--- config.mk ---
export PLATFORM = sky130hd
export DESIGN_NAME = onehot_tx
export DESIGN_NICKNAME = d
export VERILOG_FILES = /design/src/rtl/onehot_tx.sv
export SDC_FILE = /design/constraint.sdc
export NUM_CORES = 1
export LEC_CHECK = 0
export CAP_MARGIN = 20
export CORE_MARGIN = 3
export CORE_UTILIZATION = 40
export CTS_BUF_LIST = sky130_fd_sc_hd__clkbuf_8
export CTS_CLUSTER_DIAMETER = 30
export CTS_CLUSTER_SIZE = 25
export DETAILED_ROUTE_END_ITERATION = 8
export GPL_TIMING_DRIVEN = 0
export MAX_ROUTING_LAYER = met4
export SLEW_MARGIN = 20
export SYNTH_ARGS = -nofsm -noshare
export SYNTH_HDL_FRONTEND = slang
export SYNTH_SLANG_ARGS = --single-unit
--- constraint.sdc ---
create_clock -name clk -period 2.5 [get_ports clk]
set_clock_uncertainty 0.2 [all_clocks]
set_input_delay 0.25 -clock clk [delete_from_list [all_inputs] [get_ports clk]]
set_output_delay 0.25 -clock clk [all_outputs]
set_load 0.02 [all_outputs]
--- src/rtl/onehot_tx.sv ---
// onehot_tx: one-hot command transmitter.
//   Accepts a one-hot select word over a valid/ready handshake, encodes it to
//   a binary index and sends a frame on a single line:
//     start (1), index bits LSB first (IDX_W cycles), error flag (1 cycle).
//   Words that are not exactly one-hot are still sent, with index 0 and the
//   flag set, and are counted in a saturating 8-bit error counter.
// Ports:
//   clk        rising-edge clock
//   rst        asynchronous active-high reset
//   in_valid   input word valid
//   in_ready   block can accept a word (IDLE only)
//   in_onehot  N-bit select word
//   tx_line    serial output, 0 when idle
//   tx_busy    frame in progress
//   err_count  saturating count of illegal words accepted
module onehot_tx #(
   parameter int unsigned N = 8
) (
   input  logic         clk,
   input  logic         rst,
   input  logic         in_valid,
   output logic         in_ready,
   input  logic [N-1:0] in_onehot,
   output logic         tx_line,
   output logic         tx_busy,
   output logic [7:0]   err_count
);

   localparam int unsigned IDX_W = (N > 1) ? $clog2(N) : 1;
   localparam int unsigned CNT_W = $clog2(IDX_W + 1);
   localparam logic [CNT_W-1:0] LAST_BIT = CNT_W'(IDX_W - 1);

   typedef enum logic [1:0] {
      IDLE  = 2'd0,
      START = 2'd1,
      DATA  = 2'd2,
      FLAG  = 2'd3
   } state_t;

   state_t             state_q, state_d;
   logic [IDX_W-1:0]   sh_q, sh_d;
   logic [CNT_W-1:0]   cnt_q, cnt_d;
   logic               flag_q, flag_d;
   logic [7:0]         err_q, err_d;

   logic [IDX_W-1:0]   enc_idx;
   logic [IDX_W-1:0]   enc_pos;
   logic               enc_flag;
   int unsigned        ones;
   logic               hs;

   // Encoder: count set bits and remember the position of the last one seen.
   // Only a single set bit yields a real index; everything else takes the
   // default arm (index 0, flag 1).
   always_comb begin
      ones    = 0;
      enc_pos = '0;
      for (int unsigned i = 0; i < N; i++) begin
         if (in_onehot[i]) begin
            ones    = ones + 1;
            enc_pos = IDX_W'(i);
         end
      end
      enc_idx  = '0;
      enc_flag = 1'b1;
      case (ones)
         1: begin
            enc_idx  = enc_pos;
            enc_flag = 1'b0;
         end
         default: begin
            enc_idx  = '0;
            enc_flag = 1'b1;
         end
      endcase
   end

   assign hs = in_valid && (state_q == IDLE);

   // FSM state register
   always_ff @(posedge clk or posedge rst) begin
      if (rst) begin
         state_q <= IDLE;
      end else begin
         state_q <= state_d;
      end
   end

   // FSM next state and outputs, decoded from registered state only
   always_comb begin
      state_d  = state_q;
      in_ready = 1'b0;
      tx_busy  = 1'b1;
      tx_line  = 1'b0;
      case (state_q)
         IDLE: begin
            in_ready = 1'b1;
            tx_busy  = 1'b0;
            if (in_valid) begin
               state_d = START;
            end
         end
         START: begin
            tx_line = 1'b1;
            state_d = DATA;
         end
         DATA: begin
            tx_line = sh_q[0];
            if (cnt_q == LAST_BIT) begin
               state_d = FLAG;
            end
         end
         FLAG: begin
            tx_line = flag_q;
            state_d = IDLE;
         end
         default: begin
            in_ready = 1'b0;
            tx_busy  = 1'b0;
            tx_line  = 1'b0;
            state_d  = IDLE;
         end
      endcase
   end

   // Datapath next state
   always_comb begin
      sh_d   = sh_q;
      cnt_d  = cnt_q;
      flag_d = flag_q;
      err_d  = err_q;
      if (hs) begin
         sh_d   = enc_idx;
         cnt_d  = '0;
         flag_d = enc_flag;
         if (enc_flag && (err_q != 8'hFF)) begin
            err_d = err_q + 8'd1;
         end
      end else if (state_q == DATA) begin
         sh_d  = sh_q >> 1;
         cnt_d = cnt_q + 1'b1;
      end
   end

   always_ff @(posedge clk or posedge rst) begin
      if (rst) begin
         sh_q   <= '0;
         cnt_q  <= '0;
         flag_q <= 1'b0;
         err_q  <= '0;
      end else begin
         sh_q   <= sh_d;
         cnt_q  <= cnt_d;
         flag_q <= flag_d;
         err_q  <= err_d;
      end
   end

   assign err_count = err_q;

endmodule
## Word-level counts from Yosys, hierarchy flattened

Cells that the tools add are included.

| storage, ports and cells | value |
|---|---|
| register bits after elaboration | 16 |
| output and inout bits | 11 |
| word-level logic and storage cells | 55 |

| operators by class | value |
|---|---|
| equal/unequal tests | 8 |
| mux-type cells | 27 |
| reduce and logical (&&, ||, !) cells | 6 |
| add/sub/neg operators | 9 |

Operators with widths:

| operator | count |
|---|---|
| $add 32x1->32 const B | 7 |
| $mux 32 | 7 |
| $eq 32x1->1 const B | 1 |
| $mux 3 | 9 |
| $add 8x1->8 const B | 1 |
| $mux 2 | 4 |
| $ne 8x8->1 const B | 1 |
| $pmux 2 s4 | 1 |
| $eq 2x2->1 const B | 3 |
| $mux 1 | 5 |
| $ne 2x2->1 const B | 2 |
| $reduce_and 2->1 | 2 |
| $pmux 1 s3 | 1 |
| $add 2x1->2 const B | 1 |
| $eq 2x1->1 const B | 1 |
| $logic_and 1x1->1 | 2 |
| $logic_not 2->1 | 1 |
| $reduce_bool 2->1 | 1 |

## Longest topological paths before layout

Gate-level depths: netlist of run 1.

| depth | value |
|---|---|
| depth after elaboration | 19 |
| depth in mapped cells | 23 |
| mapped depth without buffers | 22 |

## Worst setup path before layout of run 1

Ideal clock, no wire load.

| timing | value |
|---|---|
| path type | input to register |
| start point | in in_onehot[0] |
| end point | reg err_q[1] (netlist: err_count[1]) |
| stages | 21 |
| data required time | 2.175 ns |
| arrival | 4.187 ns |
| buffers on the path | 0 |
| slack | -2.012 ns |
| setup time | 0.125 ns |
| cell sequence | inv_1 ha_1 xor2_1 ha_1 nand2_1 o21ai_0 ha_1 mux2_2 ha_1 nand2_1 o211ai_1 ha_1 nor2b_1 nor2_1 ha_1 o31a_1 a21oi_1 o221ai_1 nor3_2 nand3b_1 mux2_2 |

| on the way | value |
|---|---|
| word-level cells in the longest chain between the ends | 19 |

Ends and longest elaborated chain:

| what | line | RTL |
|---|---|---|
| start, declared | 23 | `input logic [N-1:0] in_onehot,` |
| $mux 1 * | 59 | `if (in_onehot[i]) begin` |
| $add 32x1->32 | 60 | `ones = ones + 1;` |
| $mux 32 * | 59 |  |
| $add 32x1->32 | 60 |  |
| $mux 32 * | 59 |  |
| $add 32x1->32 | 60 |  |
| $mux 32 * | 59 |  |
| $add 32x1->32 | 60 |  |
| (+3 left out) | -- |  |
| $add 32x1->32 | 60 |  |
| $mux 32 * | 59 |  |
| $add 32x1->32 | 60 |  |
| $mux 32 * | 59 |  |
| $eq 32x1->1 * | 66 | `case (ones)` |
| $mux 1 * | 66 |  |
| $logic_and 1x1->1 * | 136 | `if (enc_flag && (err_q != 8'hFF)) begin` |
| $reduce_and 2->1 (no source line) * | -- |  |
| end signal, assigned | 155 | `err_q <= err_d;` |
| end, declared | 44 | `logic [7:0] err_q, err_d;` |

Every way passes the cells marked *; elsewhere a longest branch is shown, timed or not.
A chain may end at the register's enable or synchronous reset.

## Worst setup path in the final report of run 1

| timing | value |
|---|---|
| start point | in in_onehot[1] |
| end point | reg err_q[1] (netlist: err_count[1]) |

| on the way | value |
|---|---|
| word-level cells in the longest chain between the ends | 17 |

Ends and longest elaborated chain:

| what | line |
|---|---|
| $mux 32 * | 59 |
| $add 32x1->32 | 60 |
| $mux 32 * | 59 |
| $add 32x1->32 | 60 |
| $mux 32 * | 59 |
| $add 32x1->32 | 60 |
| $mux 32 * | 59 |
| $add 32x1->32 | 60 |
| $mux 32 * | 59 |
| $add 32x1->32 | 60 |
| $mux 32 * | 59 |
| $add 32x1->32 | 60 |
| $mux 32 * | 59 |
| $eq 32x1->1 * | 66 |
| $mux 1 * | 66 |
| $logic_and 1x1->1 * | 136 |
| $reduce_and 2->1 (no source line) * | -- |

Marks and branches as above.

==> results of run 1 <==
-- metal layers --
metal | up-vias | GRT usage (%) | share of wire, %
met5 | - | - | 0
met4 | 0 | 2.332 | 0.49
met3 | 2 | 2.564 | 3.2
met2 | 28 | 28.70 | 50
met1 | 596 | 20.70 | 46
li1 | 624 | - | -
-- timing repair --
action,4_1_cts,5_1_grt
setup endpoints to repair,13,13
resized for setup,23,16
cloned,0,0
buffers inserted,16,9
pin swaps,10,15
hold buffers,0,0
-- cell usage in the layout, fill, tap and decap left out, types with 3 or more instances in the layout --
cell type,count
nand3_1,6
a21oi_1,3
inv_1,10
xor2_1,8
nor2_1,10
nand3b_1,3
dfrtp_1,16
nand2_1,11
clkbuf_8,4
buf_12,3
buf_6,5
o21ai_1,3
xnor2_1,8
ha_4,5
clkdlybuf4s50_1,16
buf_4,20
mux2_4,3
ha_1,6
buf_2,3
-- flip-flops by register name (all words and copies together), names as in the netlist --
| signal | cells |
|---|---|
| err_count | 8 |
| flag_q | 1 |
| sh_q | 3 |
| cnt_q | 2 |
| state_q | 2 |
-- power breakdown --
group	switching, W	total (W)	internal [W]
clock network	0.0000927	0.000232	0.000140
logic	0.000581	0.00128	0.000694
registers	0.0000875	0.000450	0.000362
-- cell type report --
type                    instances  share of cell area (%)
repair buffers                 42                   19.11
inverters                      13                   3.018
multi-input cells             116                   51.60
clock buffers                   4                   2.604
flip-flops and latches         16                   18.93
well taps                      44                   2.604
plain buffers                   7                   2.130
-- through the flow --
step	hold WS (ns)	utilization, %	cells	setup TNS (ns)	cell area [um2]
3_5_place_dp	0.2866	53.52	215	-34.03	1714
3_3_place_gp	0.2754	53.52	215	-32.84	1714
2_1_floorplan	-0.03626	-	153	-20.51	1479
6_report	0.1791	66.02	242	-20.35	2115
4_1_cts	0.2021	60.86	234	-19.69	1949
5_1_grt	0.2610	66.02	242	-22.70	2115
-- cell families after synthesis --
logic type / Yosys count / share of synthesized area, %
AND/OR/NAND/NOR: 51 / 19.61
XOR/XNOR: 21 / 16.49
adder cells (fa/ha/maj): 12 / 10.69
flip-flops: 16 / 28.52
AO/OA/AOI/OAI: 26 / 12.84
buffers and inverters: 21 / 6.952
multiplexers: 6 / 4.902
-- worst min-delay path by stage --
stage,start,end,slack (ns),cells past startpoint
after global placement,err_count[4],err_count[4],0.28,1
after floorplan,rst,cnt_q[0],-0.04,1
final,rst,err_count[3],0.18,2
after detailed placement,flag_q,flag_q,0.29,2
after global routing,rst,err_count[3],0.26,2
after CTS,rst,err_count[3],0.20,2
==> impl_results.md, run 1 <==
* RR Startpoint: state_q[0]
* Gr ovfl total at 0
* Leakage at 0.9063 nW
* Number of buffers created by CTS at 3
* Post-synth top area cell: dfrtp_1
* Post-Syn Instances at 153
* WP data arrival at 4.20 ns
* Startpoint Class: input pin
* Vias at 1,250
* Relative slew slack at 58.62%
* Worst setup margin at -1.760 ns
* Setup crit end kind: register
* Post-synthesis async set-or-reset flop share at 100.0%
* CP cell instances: buf_12 > inv_12 > ha_4 > xor2_4 > ha_4 > nand2_4 > o21ai_4 > ha_4 > mux2_4 > ha_4 > nand2_2 > o211ai_1 > ha_1 > nor2b_1 > nor2_1 > ha_1 > o31a_1 > a21oi_2 > o221ai_2 > nor3_2 > nand3b_1 > mux2_4
* Most instantiated cells after synthesis: 16 x dfrtp_1, 13 x inv_1, 13 x nand2_1
* Setup slack, reg-to-reg at 0.25 ns
* Post-route minimum period at 4.260 ns
* Post-layout total power at 0.001957 W
* Largest net degree at the start of global routing at 17
* Primary FF master, synth: dfrtp_1
* Crit path kind: in -> reg
* CP Max Fanout at 3
* Final critical-path share of the clock period at 170.4%
* Seq/Total Area, Yosys at 28.52%
* Fillers at 283
* CTS tree: yes
* Family with the most delay on the worst path: adder cells
* Tightest Hold Check Type: in -> async
* Critical Path Start: in_onehot[1]
* Number of I/O port buffers at 18
* Routability congestion estimate at 0.7951
* Detailed placer's ending HPWL at 2.219 mm
* Layout cells sized above 1 at 33.84%
* Initial antenna violation count at 0
* Cell with the most instances after synthesis: dfrtp_1
* MaxCap Viol Count at 0
* Initial DRC count at 48
* Vias in the first global route at 1,253
* Max Freq at 234.7 MHz
* Final wirelength at 3.234 mm
* Violated checks: setup timing
* Post-synth cell types at 48
* Final Hold Viols at 0
* FF-to-FF path depth at 8
* Die H at 65.24 um
* Share of the synthesized area in the top cell type at 28.52%
* Worst-path clk slew at 0.07 ns
* CP most frequent cell: ha_4
* Die Area at 0.004256 mm2
* Drt via density at 5.165
* Nets at 222
* Least-Margin Pin Slew at 0.6200 ns
* DR WL/cell at 13.36 um
* Pre-CTS setup slack at -2.971 ns
* Residual DRC at 0
* RSZ-0062 raised after global routing: yes
* Clock Path Buffers at 2
* Cell area after synthesis at 0.001404 mm2
* Max-slew violation count at 0
* Area grow syn2layout at 50.62%
* Antenna cell count at 0
* Crit path capture: err_count[1]
* Syn_nets at 176
* Critical path depth at 22
* Multi-input logic area at 0.001091 mm2
* Final setup vio count at 12
* GRT Util Overall at 16.49%
* Critical Path RT at 2.43 ns
* CP max stage delay at 0.31 ns
* CTS Root Cell: clkbuf_8
* Avg Cell Area, Syn at 9.175 um2
* Post-synth EDFFs at 0
* CP bufs+invs at 2
* Cell row count at 20
* Flops & latches, synth at 16
* H-tree depth at 1
* I/O pins at 22
* Crit path max-delay cell type: ha_1
* Die W at 65.24 um
* Sequential Area at 400.4 um2
* Max rail drop VDD at 0.5884 mV
* PD cells at 925.6 mW/mm2
* Outcome: finished with violations
* Clk sink count at 16
* YS warnings at 0
* Core Footprint at 0.003203 mm2
* Clock latency on the worst-skew pair at 0.25 ns
* Top post-synthesis cells by area: dfrtp_1 29%, ha_1 11%, xnor2_1 5.6%
* First-pass GRT wire length at 5.513 mm
* Drt pass-1 iters at 5
* Worst r2r dst: err_count[3]
* DRT antenna net count at 0
* Initial Util at 43.83%
Note: power is estimated with default switching activity, not from simulation.
==> run 2, diff against run 1 <==
CTS_BUF_LIST = sky130_fd_sc_hd__clkbuf_16   (was sky130_fd_sc_hd__clkbuf_8)
==> run 2 against run 1 <==
Compared with the run above:
- the flow still finishes with violations (setup timing)
- clock-buffer cell count down 1
- first-iteration DRC count is 15% higher
- sequential share of layout area rose by 0.30 points
- via count is 0.48% lower
- critical path depth stayed put
- global-route usage increased by 0.63 points
- register-to-register slack better by 0.10 ns
- die area stayed put
- worst setup slack got worse by 0.0085 ns
- sequential cell count is the same
- total power rose by 0.69%
- non-clock buffer count down 2
- largest cell class unchanged
==> impl_results.md, run 2 (synthesis gave the netlist of run 1 again) <==
* Clock Path Buffers at 2
* Most common cell after layout, fill and taps aside: buf_4
* Layout cells sized above 1 at 32.14%
* Nets at 220
* Tightest Hold Check Type: in -> async
* Routability congestion estimate at 0.7951
* Startpoint Class: input pin
* Cell row count at 20
* Hold_buf cts at 0
* Setup crit end kind: register
* Leakage at 0.9027 nW
* Core Footprint at 0.003203 mm2
* Violated checks: setup timing
* Post-layout total power at 0.001971 W
* Area grow syn2layout at 48.31%
* Least-Margin Pin Slew at 0.5991 ns
* Max rail drop VDD at 0.5038 mV
* Worst r2r dst: err_count[3]
* Detailed placer's ending HPWL at 2.219 mm
* Initial antenna violation count at 0
* RR Startpoint: state_q[0]
* Gr ovfl total at 0
* Clock latency on the worst-skew pair at 0.25 ns
* Residual DRC at 0
* Final critical-path share of the clock period at 170.7%
* Initial Util at 43.83%
* Initial DRC count at 55
* Number of I/O port buffers at 18
* PD cells at 946.5 mW/mm2
* Clk sink count at 16
* DRT antenna net count at 0
* Final Hold Viols at 0
* Drt pass-1 iters at 4
* Relative slew slack at 60.02%
* Critical Path RT at 2.43 ns
* Worst hold margin at 0.1759 ns
* Largest net degree at the start of global routing at 17
* Number of flip-flops in the largest register at 8
* CTS Root Cell: clkbuf_16
* Outcome: finished with violations
* Antenna cell count at 0
* WP data arrival at 4.20 ns
* I/O pins at 22
* Max-slew violation count at 0
* Vias in the first global route at 1,260
* Die W at 65.24 um
* MaxCap Viol Count at 0
* Die Area at 0.004256 mm2
* DR WL/cell at 13.07 um
* Crit path kind: in -> reg
* H-tree depth at 1
* Number of buffers created by CTS at 3
* Max Freq at 234.3 MHz
* Worst setup margin at -1.769 ns
* Drt via density at 5.183
* FF-to-FF path depth at 8
* Worst-path clk slew at 0.05 ns
* Commonest cells after routing, fill and taps aside: 19 x buf_4, 16 x dfrtp_1, 16 x clkdlybuf4s50_1
* Final setup vio count at 12
* Die H at 65.24 um
* RSZ-0062 raised after global routing: yes
* First-pass GRT wire length at 5.568 mm
* CTS tree: yes
* CP Max Fanout at 2
* Final wirelength at 3.137 mm
* Setup slack, reg-to-reg at 0.35 ns
* Vias at 1,244
* Post-route minimum period at 4.269 ns
* GRT Util Overall at 17.12%
==> run 2: cell types whose count changed in the layout (fill, tap and decap cells not counted), sizes merged <==
cell | before | now
buf | 32 | 30
clkbuf | 5 | 4
clkinv | 0 | 1
==> run 2: worst max-delay path, stage by stage <==
cell and delay [ns]:
buf_6 0.10, inv_2 0.06, ha_4 0.22, xor2_4 0.15, ha_4 0.28, nand2_4 0.06, o21ai_4 0.08, ha_4 0.22
mux2_4 0.27, ha_4 0.24, nand2_2 0.05, o211ai_1 0.12, ha_1 0.32, nor2b_1 0.13, nor2_1 0.07, ha_1 0.31
o31a_1 0.31, a21oi_2 0.12, o221ai_2 0.12, nor3_2 0.23, nand3b_1 0.19, mux2_4 0.31
==> run 2: worst max-delay path by stage <==
| stage | from | to | slack (ns) |
|---|---|---|---|
| CTS | in_onehot[1] | err_count[3] | -1.73 |
| floorplan | in_onehot[1] | err_count[1] | -1.86 |
| finish | in_onehot[0] | err_count[1] | -1.77 |
| global placement | in_onehot[1] | err_count[1] | -2.88 |
| detailed placement | in_onehot[1] | err_count[3] | -2.97 |
| global route | in_onehot[1] | err_count[3] | -1.95 |
==> run 2: through the flow <==
step / area (um2) / cells / setup TNS [ns] / worst slack [ns] / util, %
finish: 2082 / 240 / -20.20 / -1.769 / 65.00
global route: 2082 / 240 / -22.61 / -1.954 / 65.00
CTS: 1973 / 234 / -19.74 / -1.731 / 61.60
detailed placement: 1714 / 215 / -34.03 / -2.971 / 53.52
global placement: 1714 / 215 / -32.84 / -2.879 / 53.52
floorplan: 1479 / 153 / -20.51 / -1.857 / -
==> run 2: area by class of cell <==
| class | count | area [um2] |
|---|---|---|
| Clock inverter | 1 | 3.754 |
| Inverter | 13 | 61.31 |
| Buffer | 7 | 45.04 |
| Timing Repair Buffer | 40 | 376.6 |
| Sequential cell | 16 | 400.4 |
| Tap cell | 44 | 55.05 |
| Fill cell | 279 | 1121 |
| Multi-Input combinational cell | 116 | 1065 |
| Clock buffer | 3 | 75.07 |
==> run 2: metal layers <==
| layer | global-route usage (%) | part of all wire, % | wire length, um | vias to the layer above |
|---|---|---|---|---|
| li1 | - | - | - | 623 |
| met1 | 21.02 | 46 | 1439 | 602 |
| met2 | 28.57 | 50 | 1580 | 15 |
| met3 | 2.564 | 2.2 | 70 | 4 |
| met4 | 6.218 | 1.5 | 47 | 0 |
| met5 | - | 0 | 0 | - |
==> run 2: repair_timing <==
| action | CTS | global route |
|---|---|---|
| gates resized for setup | 23 | 12 |
| endpoints found under the setup margin | 13 | 13 |
| buffers inserted | 16 | 7 |
| pin swaps | 10 | 13 |
==> run 2: where the power goes <==
group          internal (W)  switching [W]
combinational      0.000655       0.000557
sequential         0.000363      0.0000842
clock              0.000212      0.0000999
total               0.00123       0.000741
==> run 3, diff against run 2 <==
CORE_ASPECT_RATIO = 1.2   (was unset)
CORE_UTILIZATION = 30   (was 40)
CTS_CLUSTER_SIZE = unset   (was 25)
==> run 3 against run 2 <==
Compared with the run above:
- the flow still finishes with violations (setup timing)
- worst setup slack better by 0.0046 ns
- register-to-register slack lost 0.04 ns
- sequential cell count did not move
- global-route usage is 4.2 points lower
- combinational power hardly changed
- critical path depth unchanged
- design area is 1.4% lower
- non-clock buffer count decreased by 2
- wire length up 1.5%
- critical path type unchanged
- critical endpoint unchanged
- largest power group unchanged
==> impl_results.md, run 3 (synthesis gave the netlist of run 1 again) <==
* Outcome: finished with violations
* Violated checks: setup timing
* Final setup vio count at 12
* Die Area at 0.005540 mm2
* Residual DRC at 0
* Antenna cell count at 0
* Relative slew slack at 59.11%
* Clk pwr share at 15.8%
* CP Max Fanout at 3
* Number of I/O port buffers at 18
* Worst setup margin at -1.764 ns
* DP Area at 0.001729 mm2
* CP bufs+invs at 2
* Sequential share of power at 23.2%
* Worst hold margin at 0.1858 ns
* Switching Fraction at 38.06%
* Clock latency on the worst-skew pair at 0.24 ns
* Initial DRC count at 44
* CP max stage delay at 0.32 ns
* Setup tns final at -20.28 ns
* Final Hold Viols at 0
* CTS tree: yes
* Post-route minimum period at 4.264 ns
* Initial antenna violation count at 0
* Vias in the first global route at 1,301
* Int Pwr at 0.001196 W
* Crit path max-delay cell type: ha_1
* Cell row count at 26
* DR WL/cell at 12.74 um
* Setup crit end kind: register
* Net Sw Power at 0.0007349 W
* Die W at 68.45 um
* CTS Root Cell: clkbuf_16
* Vias at 1,231
* Drt pass-1 iters at 4
* Commonest cells after routing, fill and taps aside: 18 x buf_4, 16 x dfrtp_1, 16 x clkdlybuf4s50_1
* PD cells at 940.5 mW/mm2
* Leakage at 0.8874 nW
* Startpoint Class: input pin
* Drt via density at 4.924
* Final wirelength at 3.184 mm
* Tightest Hold Check Type: in -> async
* Max-slew violation count at 0
* Crit path kind: in -> reg
* GRT Util Overall at 12.94%
* Clk sink count at 16
* Fillers at 420
* Critical Path RT at 2.43 ns
* Least-Margin Pin Slew at 0.6127 ns
* Final Core Density at 46.75%
* RSZ-0062 raised after global routing: yes
* Clock Path Buffers at 2
* Gr ovfl total at 0
* Core Footprint at 0.004392 mm2
* Routability congestion estimate at 0.8102
* Max Freq at 234.5 MHz
* First-pass GRT wire length at 5.354 mm
* Initial Util at 31.97%
* Max rail drop VDD at 0.2802 mV
* Area grow syn2layout at 46.26%
* Layout cells sized above 1 at 31.96%
* H-tree depth at 1
* Family with the most delay on the worst path: adder cells
* Number of flip-flops in the largest register at 8
* Number of buffers created by CTS at 3
* Most common cell after layout, fill and taps aside: buf_4
* WP data arrival at 4.19 ns
* Die H at 80.94 um
* MaxCap Viol Count at 0
* Hold_buf cts at 0
* CP cell instances: buf_12 > inv_12 > ha_4 > xor2_2 > ha_4 > nand2_4 > o21ai_2 > ha_1 > mux2_4 > ha_4 > nand2_2 > o211ai_1 > ha_1 > nor2b_1 > nor2_1 > ha_1 > o31a_1 > a21oi_2 > o221ai_2 > nor3_2 > nand3b_1 > mux2_4
* Detailed placer's ending HPWL at 2.322 mm
* DRT antenna net count at 0
* Nets at 218
* Final Cell Area at 0.002053 mm2
* Final critical-path share of the clock period at 170.6%
* I/O pins at 22
* Worst-path clk slew at 0.05 ns
* Largest net degree at the start of global routing at 17
* Logic pwr share at 61.0%
## run 3: area by class of cell
type	count	area [um2]	share of cell area (%)
buffer	7	45.04	2.194
clock buffer	3	75.07	3.656
clock inverter	1	3.754	0.1828
inverter	13	61.31	2.986
multi-input combinational	116	1049	51.07
sequential	16	400.4	19.50
tap	56	70.07	3.413
timing repair buffer	38	349.1	17.00
## run 3: repair_timing
| item | in CTS | in global routing |
|---|---|---|
| gates resized for setup | 22 | 12 |
| endpoints found under the setup margin | 13 | 13 |
| buffers inserted | 15 | 5 |
| pin swaps | 13 | 14 |
## run 3: metrics by stage
| stage | total power [W] | std cells | setup slack, ns |
|---|---|---|---|
| after detailed placement | 0.001416 | 227 | -2.955 |
| after global routing | 0.002080 | 250 | -1.985 |
| after floorplan | 0.001124 | 153 | -1.857 |
| after global placement | 0.001365 | 227 | -2.850 |
| final | 0.001931 | 250 | -1.764 |
| after CTS | 0.001846 | 245 | -1.804 |
## run 3: worst register-to-register path, stage by stage (launching register included)
cell and delay (ns):
dfrtp_1 0.39, inv_1 0.13, ha_1 0.22, and2_1 0.13, clkbuf_1 0.34, nand3_1 0.17
a21oi_1 0.19, and3b_1 0.19, xor2_1 0.15
## run 3: layer usage
layer / wire length, um / vias up / track usage (%)
li1: - / 616 / -
met1: 1189 / 587 / 12.10
met2: 1825 / 20 / 25.02
met3: 87 / 8 / 1.521
met4: 82 / 0 / 6.163
met5: 0 / - / -
## run 3: final timing paths
kind / startpoint / end / slack [ns] / cells past startpoint
hold reg to reg: flag_q / flag_q / 0.28 / 2
setup / recovery: in_onehot[1] / err_count[1] / -1.76 / 22
min in group clk: in_onehot[6] / sh_q[1] / 0.27 / 3
setup reg to reg: state_q[0] / err_count[3] / 0.31 / 8
hold / removal: rst / state_q[1] / 0.19 / 2
max in group asynchronous: rst / err_count[6] / 1.52 / 2
## run 3: power by group through the flow
stage	logic [W]	clock network, W	registers, W
floorplan	0.000649	0	0.000475
global placement	0.000924	0	0.000441
detailed placement	0.000965	0	0.000450
CTS	0.00108	0.000317	0.000446
global route	0.00129	0.000329	0.000461
finish	0.00118	0.000306	0.000448
